## config.mk

```make
export PLATFORM = sky130hd
export DESIGN_NAME = sync_evt_capture
export DESIGN_NICKNAME = d
export VERILOG_FILES = /design/src/rtl/sync_evt_capture.sv
export SDC_FILE = /design/constraint.sdc
export NUM_CORES = 1
export LEC_CHECK = 0
export ABC_CLOCK_PERIOD_IN_PS = 1900
export CAP_MARGIN = 20
export CORE_UTILIZATION = 45
export CTS_CLUSTER_SIZE = 12
export DETAILED_ROUTE_END_ITERATION = 8
export PLACE_DENSITY = 0.73
export SYNTH_ARGS = -nofsm -noshare
export SYNTH_HDL_FRONTEND = slang
export SYNTH_SLANG_ARGS = --single-unit
```

## constraint.sdc

```tcl
create_clock -name clk -period 1.9 [get_ports clk]
set_input_delay 0.285 -clock clk [delete_from_list [all_inputs] [get_ports clk]]
set_output_delay 0.285 -clock clk [all_outputs]
set_load 0.01 [all_outputs]
```

## src/rtl/sync_evt_capture.sv

```systemverilog
// Debounces an already-synchronized level, emits edge pulses and keeps a
// single-entry pending-event register with a sticky overflow and a saturating edge count.
module sync_evt_capture #(
  parameter int DEBOUNCE_CYC = 3
) (
  input  logic       clk,
  input  logic       rst,
  input  logic       sync_in,
  input  logic       evt_ack,
  input  logic       ovf_clr,
  output logic       level_out,
  output logic       rise_pls,
  output logic       fall_pls,
  output logic       evt_valid,
  output logic       evt_type,
  output logic       evt_ovf,
  output logic [7:0] evt_cnt,
  output logic [1:0] dbg_state
);

  typedef enum logic [1:0] {
    STABLE_LO = 2'd0,
    CHK_HI    = 2'd1,
    STABLE_HI = 2'd2,
    CHK_LO    = 2'd3
  } state_t;

  localparam logic [7:0] LAST = 8'(DEBOUNCE_CYC - 1);

  state_t     state, state_nxt;
  logic [7:0] cnt, cnt_nxt;
  logic       rise_nxt, fall_nxt;
  logic       new_edge, ack_ok, ovf_set;

  // Event interface: evt_valid/evt_type are held until evt_ack is seen while
  // evt_valid=1; an ack with evt_valid=0 is ignored. An edge arriving while an
  // unacked event is pending is dropped and recorded in evt_ovf.
  always_ff @(posedge clk) begin
    if (rst) begin
      state    <= STABLE_LO;
      cnt      <= 8'd0;
      rise_pls <= 1'b0;
      fall_pls <= 1'b0;
    end else begin
      state    <= state_nxt;
      cnt      <= cnt_nxt;
      rise_pls <= rise_nxt;
      fall_pls <= fall_nxt;
    end
  end

  always_comb begin
    state_nxt = state;
    cnt_nxt   = cnt;
    rise_nxt  = 1'b0;
    fall_nxt  = 1'b0;
    case (state)
      STABLE_LO: begin
        if (sync_in) begin
          state_nxt = CHK_HI;
          cnt_nxt   = 8'd1;
        end
      end
      CHK_HI: begin
        if (!sync_in) begin
          state_nxt = STABLE_LO;
          cnt_nxt   = 8'd0;
        end else if (cnt == LAST) begin
          state_nxt = STABLE_HI;
          cnt_nxt   = 8'd0;
          rise_nxt  = 1'b1;
        end else begin
          cnt_nxt = cnt + 8'd1;
        end
      end
      STABLE_HI: begin
        if (!sync_in) begin
          state_nxt = CHK_LO;
          cnt_nxt   = 8'd1;
        end
      end
      CHK_LO: begin
        if (sync_in) begin
          state_nxt = STABLE_HI;
          cnt_nxt   = 8'd0;
        end else if (cnt == LAST) begin
          state_nxt = STABLE_LO;
          cnt_nxt   = 8'd0;
          fall_nxt  = 1'b1;
        end else begin
          cnt_nxt = cnt + 8'd1;
        end
      end
      default: begin
        state_nxt = STABLE_LO;
        cnt_nxt   = 8'd0;
      end
    endcase
  end

  // The debounced level is simply which half of the state space we are in.
  assign level_out = (state == STABLE_HI) || (state == CHK_LO);
  assign dbg_state = state;

  assign new_edge = rise_nxt | fall_nxt;
  assign ack_ok   = evt_ack & evt_valid;
  assign ovf_set  = new_edge & evt_valid & ~evt_ack;

  always_ff @(posedge clk) begin
    if (rst) begin
      evt_valid <= 1'b0;
      evt_type  <= 1'b0;
      evt_ovf   <= 1'b0;
      evt_cnt   <= 8'd0;
    end else begin
      if (new_edge) begin
        if (!ovf_set) begin
          evt_valid <= 1'b1;
          evt_type  <= rise_nxt;
        end
        if (evt_cnt != 8'hFF) evt_cnt <= evt_cnt + 8'd1;
      end else if (ack_ok) begin
        evt_valid <= 1'b0;
      end
      // A coincident new overflow beats ovf_clr.
      if (ovf_set) evt_ovf <= 1'b1;
      else if (ovf_clr) evt_ovf <= 1'b0;
    end
  end

endmodule
```

Word-level counts from Yosys, hierarchy flattened
Index checks and enable logic that the tools add are counted.

Register bits after elaboration: 23. Bits in latches: 0. RAM bits: 0. Memory bits (read-only): 0. Input port bits: 5. Output and inout bits: 16. Memories: 0.

Add/subtract/negate cells: 2. $mul: 0. Div/mod/pow operators: 0. Magnitude comparators: 0. Eq/ne operators: 10. Shift-type cells: 0. Multiplexer cells: 23. Bitwise gates (word level): 6. Reduce and logical (&&, ||, !) cells: 9.

Operator list (count): $mux 8 (5); $pmux 8 s4 (1); $add 8x1->8 const B (2); $mux 2 (6); $mux 1 (10); $eq 8x2->1 const B (1); $ne 8x8->1 const B (1); $pmux 2 s4 (1); $reduce_and 2->1 (4); $ne 2x2->1 const B (3); $ne 3x3->1 const B (2); $eq 2x2->1 const B (2); $reduce_and 4->1 (1); $reduce_bool 2->1 (2); $and 1x1->1 (3); $eq 2x1->1 const B (1); $logic_not 2->1 (1); $not 1->1 (2); $logic_or 1x1->1 (1); $or 1x1->1 (1).

Logic depth before layout (Yosys ltp)
Gate-level depths: netlist of run 1.

Word-level depth: 9. Mapped depth: 7.

Worst setup path before layout of run 1
Ideal clock, no wire load.

Path kind: reg2reg. Start: register cnt[0]. End: register evt_cnt[5]. Arrival: 1.693 ns. Required time: 1.779 ns. Path slack: 0.086 ns. Stages on the path, launching flop included: 7. Path buffers: 0. Period minus slack after synthesis: 1.814 ns. Cells stage by stage: dfxtp_1 > inv_1 > ha_1 > nor4b_4 > nand4_4 > nor4_1 > mux2_2.

Longest elaborated chain between the ends: 6. Elaborated cells between the ends (all ways): 8. Those cells by class: eq/ne (1); mux (5); bitwise (1); reduce/logical (1).

Ends and longest elaborated chain: from (decl) (line 31) `logic [7:0] cnt, cnt_nxt;`; from (signal assigned) (line 46) `cnt <= cnt_nxt;`; $eq 8x2->1 * (line 68, 86); $mux 1 * (line 68, 86); $mux 1, on equally long branches (line 65, 83); $mux 1 (line 57) `case (state)`; $or 1x1->1 * (line 105) `assign new_edge = rise_nxt | fall_nxt;`; $reduce_and 2->1 (no source line) *; to (signal assigned) (line 121) `if (evt_cnt != 8'hFF) evt_cnt <= evt_cnt + 8'd1;`; to (decl) (line 17) `output logic [7:0] evt_cnt,`.

Mark *: on every way between the ends. The rest lies on a longest branch, timed or not. A chain may end at the register's enable or synchronous reset.

Final worst setup path of run 1
Start: register cnt[0]. End: register evt_cnt[4].

Same word-level chain as after synthesis.

==> results of run 1 <==
layout by cell type, fill, tap and decap left out, drive strengths merged, types with 3 or more instances in the layout:
cell	instances
clkbuf	4
inv	8
mux2i	3
clkdlybuf4s50	20
nand4	4
a21oi	12
or3	4
nand2	5
nand3	11
or4	4
nor3	3
nor2b	3
nor4	3
dfxtp	23
nor2	8
ha	3
o21ai	3
buf	16
o31ai	3
power groups by stage:
stage | clock, mW | sequential (mW) | combinational [mW]
finish | 0.231 | 0.497 | 0.0800
global route | 0.254 | 0.498 | 0.0871
detailed placement | 0 | 0.506 | 0.0762
global placement | 0 | 0.506 | 0.0735
CTS | 0.236 | 0.496 | 0.0767
floorplan | 0 | 0.509 | 0.0313
worst reg2reg max path, stage by stage (launching register included):
cell     delay [ns]
dfxtp_2        0.34
inv_2          0.06
ha_4           0.12
nor4b_4        0.34
nand4_4        0.22
buf_6          0.20
o31ai_1        0.37
a21oi_2        0.10
layer usage:
metal	track usage (%)	part of all wire, %
met1	27.6	45
met2	39.2	50
met3	4.35	4.2
met4	7.02	1.2
met5	0	0
logic make-up (layout without fill, tap and decap cells):
logic type | count (synthesis) | in the layout
AO/OA/AOI/OAI | 30 | 30
AND/OR/NAND/NOR | 52 | 52
multiplexers | 4 | 4
XOR/XNOR | 3 | 3
flip-flops | 23 | 23
adder cells (fa/ha/maj) | 3 | 3
buffers and inverters | 13 | 48
flip-flops by register name, indices dropped and copies added, names as in the netlist, named ones only:
| signal | flops |
|---|---|
| dbg_state | 1 |
| evt_type | 1 |
| cnt | 8 |
| rise_pls | 1 |
| evt_valid | 1 |
| fall_pls | 1 |
| evt_ovf | 1 |
| evt_cnt | 8 |
timing repair:
item / CTS / global route
endpoints found under the setup margin: 0 / 6
setup buffers: 0 / 1
resized for setup: 0 / 22
per-stage QoR:
| stage | cells | hold WS [ns] |
|---|---|---|
| 3_5_place_dp | 186 | 0.480 |
| 3_3_place_gp | 186 | 0.472 |
| 5_1_grt | 191 | 0.514 |
| 4_1_cts | 190 | 0.501 |
| 6_report | 191 | 0.498 |
| 2_1_floorplan | 128 | 0.364 |
final timing paths:
path	from	to	depth (start not counted)
worst max register to register	cnt[0]	evt_cnt[4]	7
worst max-delay path	cnt[0]	evt_cnt[4]	7
worst min register to register	evt_type	evt_type	2
worst min-delay path	evt_type	evt_type	2
layout make-up:
cell class / count / share of cell area, %
Inverter: 8 / 1.87
Multi-Input combinational cell: 92 / 45.0
Clock buffer: 4 / 1.64
Tap cell: 28 / 2.19
Sequential cell: 23 / 28.9
Timing Repair Buffer: 36 / 20.5
==> metrics, run 1 <==
Power Density just over 500 nW/µm²; Multi-input gate area a little over 700 µm²; Starting Density about half; die width approximately 52 µm; via density per instance ~5.8; drt pass-1 iters 4; R2R setup slack between 0.02 and 0.03 ns; Place WS -0.170 ns; Leakage Power between 0.5 and 0.6 nW; max-cap viol count 0; die height 52.3 µm; CP bufs+invs 2; antenna-violating nets left 0; post-synthesis sequential area ratio around two fifths; cell family with most CP delay simple AND/OR/NAND/NOR gates; routed length per instance between 15 and 20 µm; arrival time worst endpoint between 2 and 2.5 ns; Crit Path Max Fanout 7; Rows 17; die area 2740 µm²; Achievable Freq around 530 MHz; vias post-DR roughly 1100; P_int 0.612 mW; Synth Area in Compound Gates between 15 and 20%; DP Area ~1500 µm²; Crit-path slowest cell o31ai_1; commonest cells in the synthesized netlist 23 x dfxtp_1, 12 x a21oi_1, 11 x nand3_1, 8 x inv_1, 8 x nor2_1; Syn Area/Cell roughly 8.9 µm²; clock skew 0.00252 ns; Layout Nets roughly 170; Simple-Gate Fraction of Synth Area 28.2%; Comb power frac approximately a tenth; Sequential cell area between 400 and 500 µm²; layout cells sized above 1 about a quarter; H-tree Lvls 1; Post-CTS Hold Buffers 0; headroom to the max-slew limit between 50% and 60%; # setup viols final 0; fin util between 60% and 70%; Ys Warns 0; Clock Tree Root clkbuf_4; gp weighted congestion roughly 0.85; Synth Cell Area 1140 µm²; final wirelength 2870 µm; Area growth, synth to finish 40.6%; Worst setup SP type register; Syn Inst Count ~130; setup TNS 0 ns; clock share of power between 20% and 30%; Fill cells about 190; Worst Slack Setup Final approximately 0.027 ns; maximum vdd drop between 0.0004 and 0.0005 V; vias in the first global route approximately 1100; adder-cell share of the synthesized area under 10%; Seq cells post-synth 23; minimum clock period around 1.9 ns; Hold Path Class register to register; largest family of logic cells by synthesized area simple AND/OR/NAND/NOR gates; Synth top area share 40.4%; sequential share of power between 60 and 70%; multiplexer share of the synthesized area around 3.6%; Critical Path RT 2.10 ns; Sw Ratio between 20% and 30%; Area contributors post-synth dfxtp_1 40%, a21oi_1 5.3%, nand3_1 4.8%; Detail Placement HPWL between 1500 and 2000 µm; grt ovf 0; GRT Total Usage 22.5%; Final Hold Vio Count 0; total power between 0.8 and 0.9 mW; Slew Viols, Final 0; CP max stage delay between 0.3 and 0.4 ns; CTS tree done; design area 1600 µm²; largest net degree at the start of global routing 14; Synth Net Count 136; initial antenna violation count 0; I/O Pins 21; Sw Pwr a little under 0.2 mW; core area 2300 µm²; clock transition at the registers of the reported paths roughly 0.13 ns; critical path cell sequence inv_2 -> ha_4 -> nor4b_4 -> nand4_4 -> buf_6 -> o31ai_1 -> a21oi_2; actual slew at the worst max-slew pin ~0.63 ns; ys async rst share 0%; post-synth top area cell dfxtp_1; drt initial violations 13; first-pass GRT wire length about 4600 µm; final worst-path cycle share about 99%; clk sink count 23; status finished, final reports clean; EDFF count, synth 0; Setup crit end kind register; CTS Buffer Depth 2; number of port buffers 20; Num CTS Buffers 3; clk_lat worst skew around 0.31 ns; most common cell in the netlist dfxtp_1; Antenna diodes 0; kind of critical path register to register; Residual DRC 0; Top FF cell, synth dfxtp_1; Synth Area in XOR/XNOR under 10%; synth unique cells 37
Power figures use the tool's default switching activity.
==> run 2: changes to the inputs <==
--- a/config.mk
+++ b/config.mk
@@ -7,10 +7,13 @@
 export LEC_CHECK = 0
 export ABC_CLOCK_PERIOD_IN_PS = 1900
 export CAP_MARGIN = 20
+export CORE_MARGIN = 2
 export CORE_UTILIZATION = 45
 export CTS_CLUSTER_SIZE = 12
 export DETAILED_ROUTE_END_ITERATION = 8
 export PLACE_DENSITY = 0.73
+export RECOVER_POWER = 100
+export REMOVE_ABC_BUFFERS = 1
 export SYNTH_ARGS = -nofsm -noshare
 export SYNTH_HDL_FRONTEND = slang
 export SYNTH_SLANG_ARGS = --single-unit
==> run 2 against run 1 <==
Total power is 1.7% lower. Clock skew shrank 0.00090 ns. Non-clock buffer count is 1 higher. Global-route usage down 3.8 points. Die area rose by 7.8%. Worst hold slack gained 0.0058 ns. Clock power down 4%. Sequential share of layout area grew 1.5 points. Setup slack better by 0.020 ns. Combinational power down 5.3%. Sequential cell count unchanged. Critical path type unchanged.
==> metrics, run 2 (synthesis results as in run 1) <==
Crit Path Max Fanout 4 (-3); first-pass GRT wire length 4110 µm (-11%); Final Hold Vio Count 0 (unchanged); Slew Viols, Final 0 (unchanged); total power 0.794 mW (-1.7%); hold_ws 0.504 ns (+0.00583 ns); GRT Total Usage 18.7% (-3.8 points); Hold Path Stages 2 (unchanged); P_int 0.610 mW (-0.36%); core area 2430 µm² (+5.9%); clock skew 0.00162 ns (-0.000901 ns); depth of the worst register-to-register path 7 (unchanged); Power Density 522 nW/µm² (+3.5%); die height 54.3 µm (+3.8%); commonest non-fill, non-tap cell in the layout dfxtp_1; CTS Buffer Depth 2 (unchanged); Largest regs cnt: 8 flops, evt_cnt: 8 flops; Sw Pwr 0.184 mW (-6.0%); Antenna diodes 0 (unchanged); maximum vdd drop 0.000347 V (-27%); Setup crit end kind register; grt ovf 0 (unchanged); die area 2950 µm² (+7.8%); Achievable Freq 540 MHz (+1.1%); vias post-DR 1090 (-2.4%); clk_lat worst skew 0.30 ns (about the same); Worst setup SP type register; minimum clock period 1.85 ns (-0.0201 ns); H-tree Lvls 1 (unchanged); design area 1520 µm² (-5.1%); die width 54.3 µm (+3.8%); clock transition at the registers of the reported paths 0.12 ns (about the same); kind of critical path register to register; Critical Path RT 2.15 ns (+0.05 ns); antenna-violating nets left 0 (unchanged); Rows 18 (+1); Detail Placement HPWL 1860 µm (-4.9%); clock share of power 27.9% (-0.7 points); Area growth, synth to finish 33.5%; layout cells sized above 1 16.5% (-8.7 points); sequential share of power 62.6% (+1.1 points); clk sink count 23 (unchanged); Leakage Power 0.575 nW (+7.7%); arrival time worst endpoint 2.10 ns (+0.03 ns); vias in the first global route 1001 (-4.8%); fin util 62.6% (-7.2 points); number of port buffers 20 (unchanged); Starting Density 46.9% (-2.8 points); final wirelength 2570 µm (-10%); Clock Tree Root clkbuf_4; final worst-path cycle share 97.5% (-1.1 points); actual slew at the worst max-slew pin 0.634 ns (+0.00155 ns); status finished, final reports clean; max-cap viol count 0 (unchanged); Residual DRC 0 (unchanged); Num CTS Buffers 3 (unchanged); DP Area 1460 µm² (-0.34%); initial antenna violation count 0 (unchanged); Sw Ratio 23.2% (-1.1 points); Hold Path Class register to register; Layout Nets 173 (+0.58%); # setup viols final 0 (unchanged); headroom to the max-slew limit 57.4% (-0.10 points); routed length per instance 13.3 µm (-12%); I/O Pins 21 (unchanged); gp weighted congestion 0.785 (-7.6%); largest net degree at the start of global routing 13 (-1); via density per instance 5.62 (-3.9%); drt initial violations 21 (+8); CTS tree done; most frequent cells in the layout 22 x dfxtp_1, 15 x dlygate4sd3_1, 14 x buf_4, 12 x a21oi_1, 11 x nand3_1; drt pass-1 iters 4 (unchanged); Comb power frac 9.5% (-0.4 points)
-- run 2: routing by layer --
layer | up-vias | wire length, µm | track usage (%)
li1 | 551 | - | -
met1 | 521 | 1220 | 23.8
met2 | 16 | 1270 | 31.9
met3 | 2 | 71 | 2.73
met4 | 0 | 13 | 7.08
met5 | - | 0 | 0
-- run 2: repair_timing --
item	in CTS	in global routing
resized for setup	0	4
buffers inserted	0	3
setup endpoints to repair	0	4
hold buffers	0	0
-- run 2: path summary, 6_finish.rpt --
check	to	startpoint	slack (ns)
max reg2reg	cnt[6]	cnt[0]	0.05
max	cnt[6]	cnt[0]	0.05
min reg2reg	evt_ovf	evt_ovf	0.50
min	evt_ovf	evt_ovf	0.50
-- run 2: final cells by class --
cell class,instances,area [µm²]
clock buffer,4,26.3
fill,228,911
inverter,8,30.0
multi-input combinational,92,638
sequential,23,462
tap,30,37.5
timing repair buffer,37,328
-- run 2: worst max-delay path, cell delays in order (launching register included) --
cell,delay [ns]
dfxtp_2,0.34
inv_1,0.04
ha_2,0.17
nor4b_4,0.14
clkbuf_1,0.14
a211o_1,0.37
or4_1,0.52
nand3_1,0.08
-- run 2: stage by stage --
step | TNS [ns] | cells | setup WS [ns]
3_5_place_dp | -1.05 | 187 | -0.153
4_1_cts | 0 | 191 | 0.0475
5_1_grt | -0.0370 | 194 | -0.0278
3_3_place_gp | -0.596 | 187 | -0.131
6_report | 0 | 194 | 0.0466
2_1_floorplan | -0.00787 | 123 | -0.00787
-- run 2: power by group through the flow --
stage	Sequential (mW)	Combinational (mW)	Clock (mW)
after detailed placement	0.507	0.0744	0
after CTS	0.497	0.0748	0.231
after global routing	0.498	0.0835	0.244
after floorplan	0.509	0.0263	0
final	0.497	0.0758	0.221
after global placement	0.507	0.0721	0
==> edit, RTL diff (settings of run 2) <==
Put one more register stage on the output `evt_cnt`, without a reset. The value now appears one clock later. The other outputs are not delayed to match.
--- a/src/rtl/sync_evt_capture.sv
+++ b/src/rtl/sync_evt_capture.sv
@@ -26,6 +26,8 @@
   } state_t;
 
   localparam logic [7:0] LAST = 8'(DEBOUNCE_CYC - 1);
+
+  logic [7:0] evt_cnt_s0;
 
   state_t     state, state_nxt;
   logic [7:0] cnt, cnt_nxt;
@@ -111,14 +113,14 @@
       evt_valid <= 1'b0;
       evt_type  <= 1'b0;
       evt_ovf   <= 1'b0;
-      evt_cnt   <= 8'd0;
+      evt_cnt_s0 <= 8'd0;
     end else begin
       if (new_edge) begin
         if (!ovf_set) begin
           evt_valid <= 1'b1;
           evt_type  <= rise_nxt;
         end
-        if (evt_cnt != 8'hFF) evt_cnt <= evt_cnt + 8'd1;
+        if (evt_cnt_s0 != 8'hFF) evt_cnt_s0 <= evt_cnt_s0 + 8'd1;
       end else if (ack_ok) begin
         evt_valid <= 1'b0;
       end
@@ -128,4 +130,8 @@
     end
   end
 
+  always_ff @(posedge clk) begin
+    evt_cnt <= evt_cnt_s0;
+  end
+
 endmodule
Check against the original RTL: not equivalent (Yosys sat finds a counterexample within 4 cycles, from zero or initial values and one cycle with rst high).
==> edit against run 2 <==
Critical path depth fell by 1. Worst setup slack improved by 0.028 ns. Wire length rose by 3.5%. Sequential share of layout area rose by 6.0 points. Total power rose by 42%. Sequential cell count rose by 8. Via count rose by 6.6%. Final area rose by 12%. Synthesized area rose by 14%. First-iteration DRC count rose by 100%. Count of clock-buffer cells in the layout rose by 2.
==> edit: results (changes against run 2) <==
| Metric | Value |
|---|---|
| DR vias | 1,162 (+6.6%) |
| Clock transition at path regs | 0.09 ns (-0.03 ns) |
| Vias in the first global route | 1,056 (+5.5%) |
| Clk_skew | 0.00531 ns (+0.00369 ns) |
| NetSw | 0.259 mW (+41%) |
| Worst R2R End | cnt[3] |
| Slowest CP cell | nor3_1 |
| Synth cell count leaders | dfxtp_1 (31), a21oi_1 (11), nand3_1 (11) |
| Average wire per standard cell | 13.2 um (-0.64%) |
| Filler cells | 227 (-0.44%) |
| Fraction of layout cells with a size suffix above 1 | 18.1% (+1.7 points) |
| Nets | 179 (+3.5%) |
| First drt pass iteration count | 4 (unchanged) |
| Antenna violations before repair | 0 (unchanged) |
| CTS Buf Count | 5 (+2) |
| # diodes | 0 (unchanged) |
| Final hold slack | 0.394 ns (-0.110 ns) |
| Critical Path Fanout Max | 7 (+3) |
| GRT Overall Usage | 18.3% (-0.44 points) |
| Clk Latency, worst-skew pair | 0.33 ns (+0.03 ns) |
| Cell count after synthesis | 133 (+3.9%) |
| Worst path max stage delay | 0.49 ns (-0.03 ns) |
| Final HPWL DP | 1.90 mm (+2.1%) |
| Worst slew pin tran | 0.573 ns (-0.0612 ns) |
| H-tree levels | 2 (+1) |
| Routed WL | 2.66 mm (+3.5%) |
| Status | completed |
| Placed Instances | 193 (+3.2%) |
| Largest net degree at the start of global routing | 19 (+6) |
| Top post-synthesis cells by area | dfxtp_1 (48%), a21oi_1 (4.2%), nand3_1 (4.2%) |
| DR iter-0 viols | 43 (+100%) |
| Final RePlAce weighted congestion | 0.862 (+9.8%) |
| Wire length of the first global-routing pass | 4.72 mm (+15%) |
| WP data arrival | 2.05 ns (-0.05 ns) |
| Worst hold path startpoint | evt_cnt_s0[1] |
| Sequential fraction of the synthesis area | 47.6% (+7.3 points) |
| Top flop regs | cnt (8), evt_cnt (8), evt_cnt_s0 (8) |
| Leakage power | 0.641 nW (+12%) |
| Delay-heaviest family, CP | buffers and inverters |
| Worst r2r path cells | 6 (-1) |
| Critical R2R Launch | cnt[2] |
| Yosys cell types | 42 (+14%) |
| R2r setup slk | 0.07 ns (+0.03 ns) |
| VDD IR max | 0.000555 V (+60%) |
| Synth warn | 0 (unchanged) |
| Crit Path Category | reg -> reg |
edit: logic make-up (layout without fill, tap and decap cells):
| group | count (synthesis) | count (layout) | synth area share [%] |
|---|---|---|---|
| XOR/XNOR | 4 | 4 | 3.27 |
| adder cells (fa/ha/maj) | 3 | 3 | 2.88 |
| multiplexers | 1 | 1 | 0.864 |
| AO/OA/AOI/OAI | 36 | 36 | 19.3 |
| buffers and inverters | 12 | 50 | 4.52 |
| flip-flops | 31 | 31 | 47.6 |
| AND/OR/NAND/NOR | 46 | 46 | 21.5 |
edit: worst min-delay path by stage:
stage,endpoint,cells after the start
floorplan,flip-flop,1
global placement,evt_cnt[6],0
detailed placement,evt_cnt[1],0
CTS,evt_cnt[1],0
global route,evt_cnt[6],0
finish,evt_cnt[1],0
edit: layout make-up:
class / instances / area (um2) / share of cell area (%)
clock buffer: 6 / 51.3 / 3.01
clock inverter: 1 / 5.00 / 0.293
inverter: 6 / 22.5 / 1.32
multi-input combinational: 90 / 636 / 37.3
sequential: 31 / 621 / 36.4
tap: 31 / 38.8 / 2.27
timing repair buffer: 37 / 332 / 19.4
edit: power by group through the flow:
stage | Clock, mW | Sequential, mW | Combinational, mW
final | 0.385 | 0.660 | 0.0843
after CTS | 0.394 | 0.660 | 0.0805
after detailed placement | 0 | 0.675 | 0.0803
after floorplan | 0 | 0.680 | 0.0285
after global placement | 0 | 0.675 | 0.0795
after global routing | 0.421 | 0.661 | 0.0937
edit: metrics by stage:
stage | area [um2] | setup TNS (ns) | util (%) | power (mW) | setup slack (ns)
2_1_floorplan | 1270 | -0.0422 | - | 0.708 | -0.0422
6_report | 1710 | 0 | 61.8 | 1.13 | 0.0745
3_5_place_dp | 1620 | -0.600 | 58.7 | 0.756 | -0.110
3_3_place_gp | 1620 | -0.309 | 58.7 | 0.755 | -0.0845
5_1_grt | 1710 | -0.0300 | 61.8 | 1.18 | -0.0201
4_1_cts | 1670 | 0 | 60.7 | 1.13 | 0.115
edit: timing repair:
item,CTS,global route
resized for setup,0,1
setup buffers,0,1
setup endpoints to repair,0,2
edit: per-layer routing:
layer	share of wire, %	GRT usage (%)	vias to the layer above	wire [um]
met5	0	0	-	0
met3	6.6	6.70	5	175
met2	45	26.5	41	1200
li1	-	-	577	-
met4	1.6	7.64	0	43
met1	46	24.7	539	1240
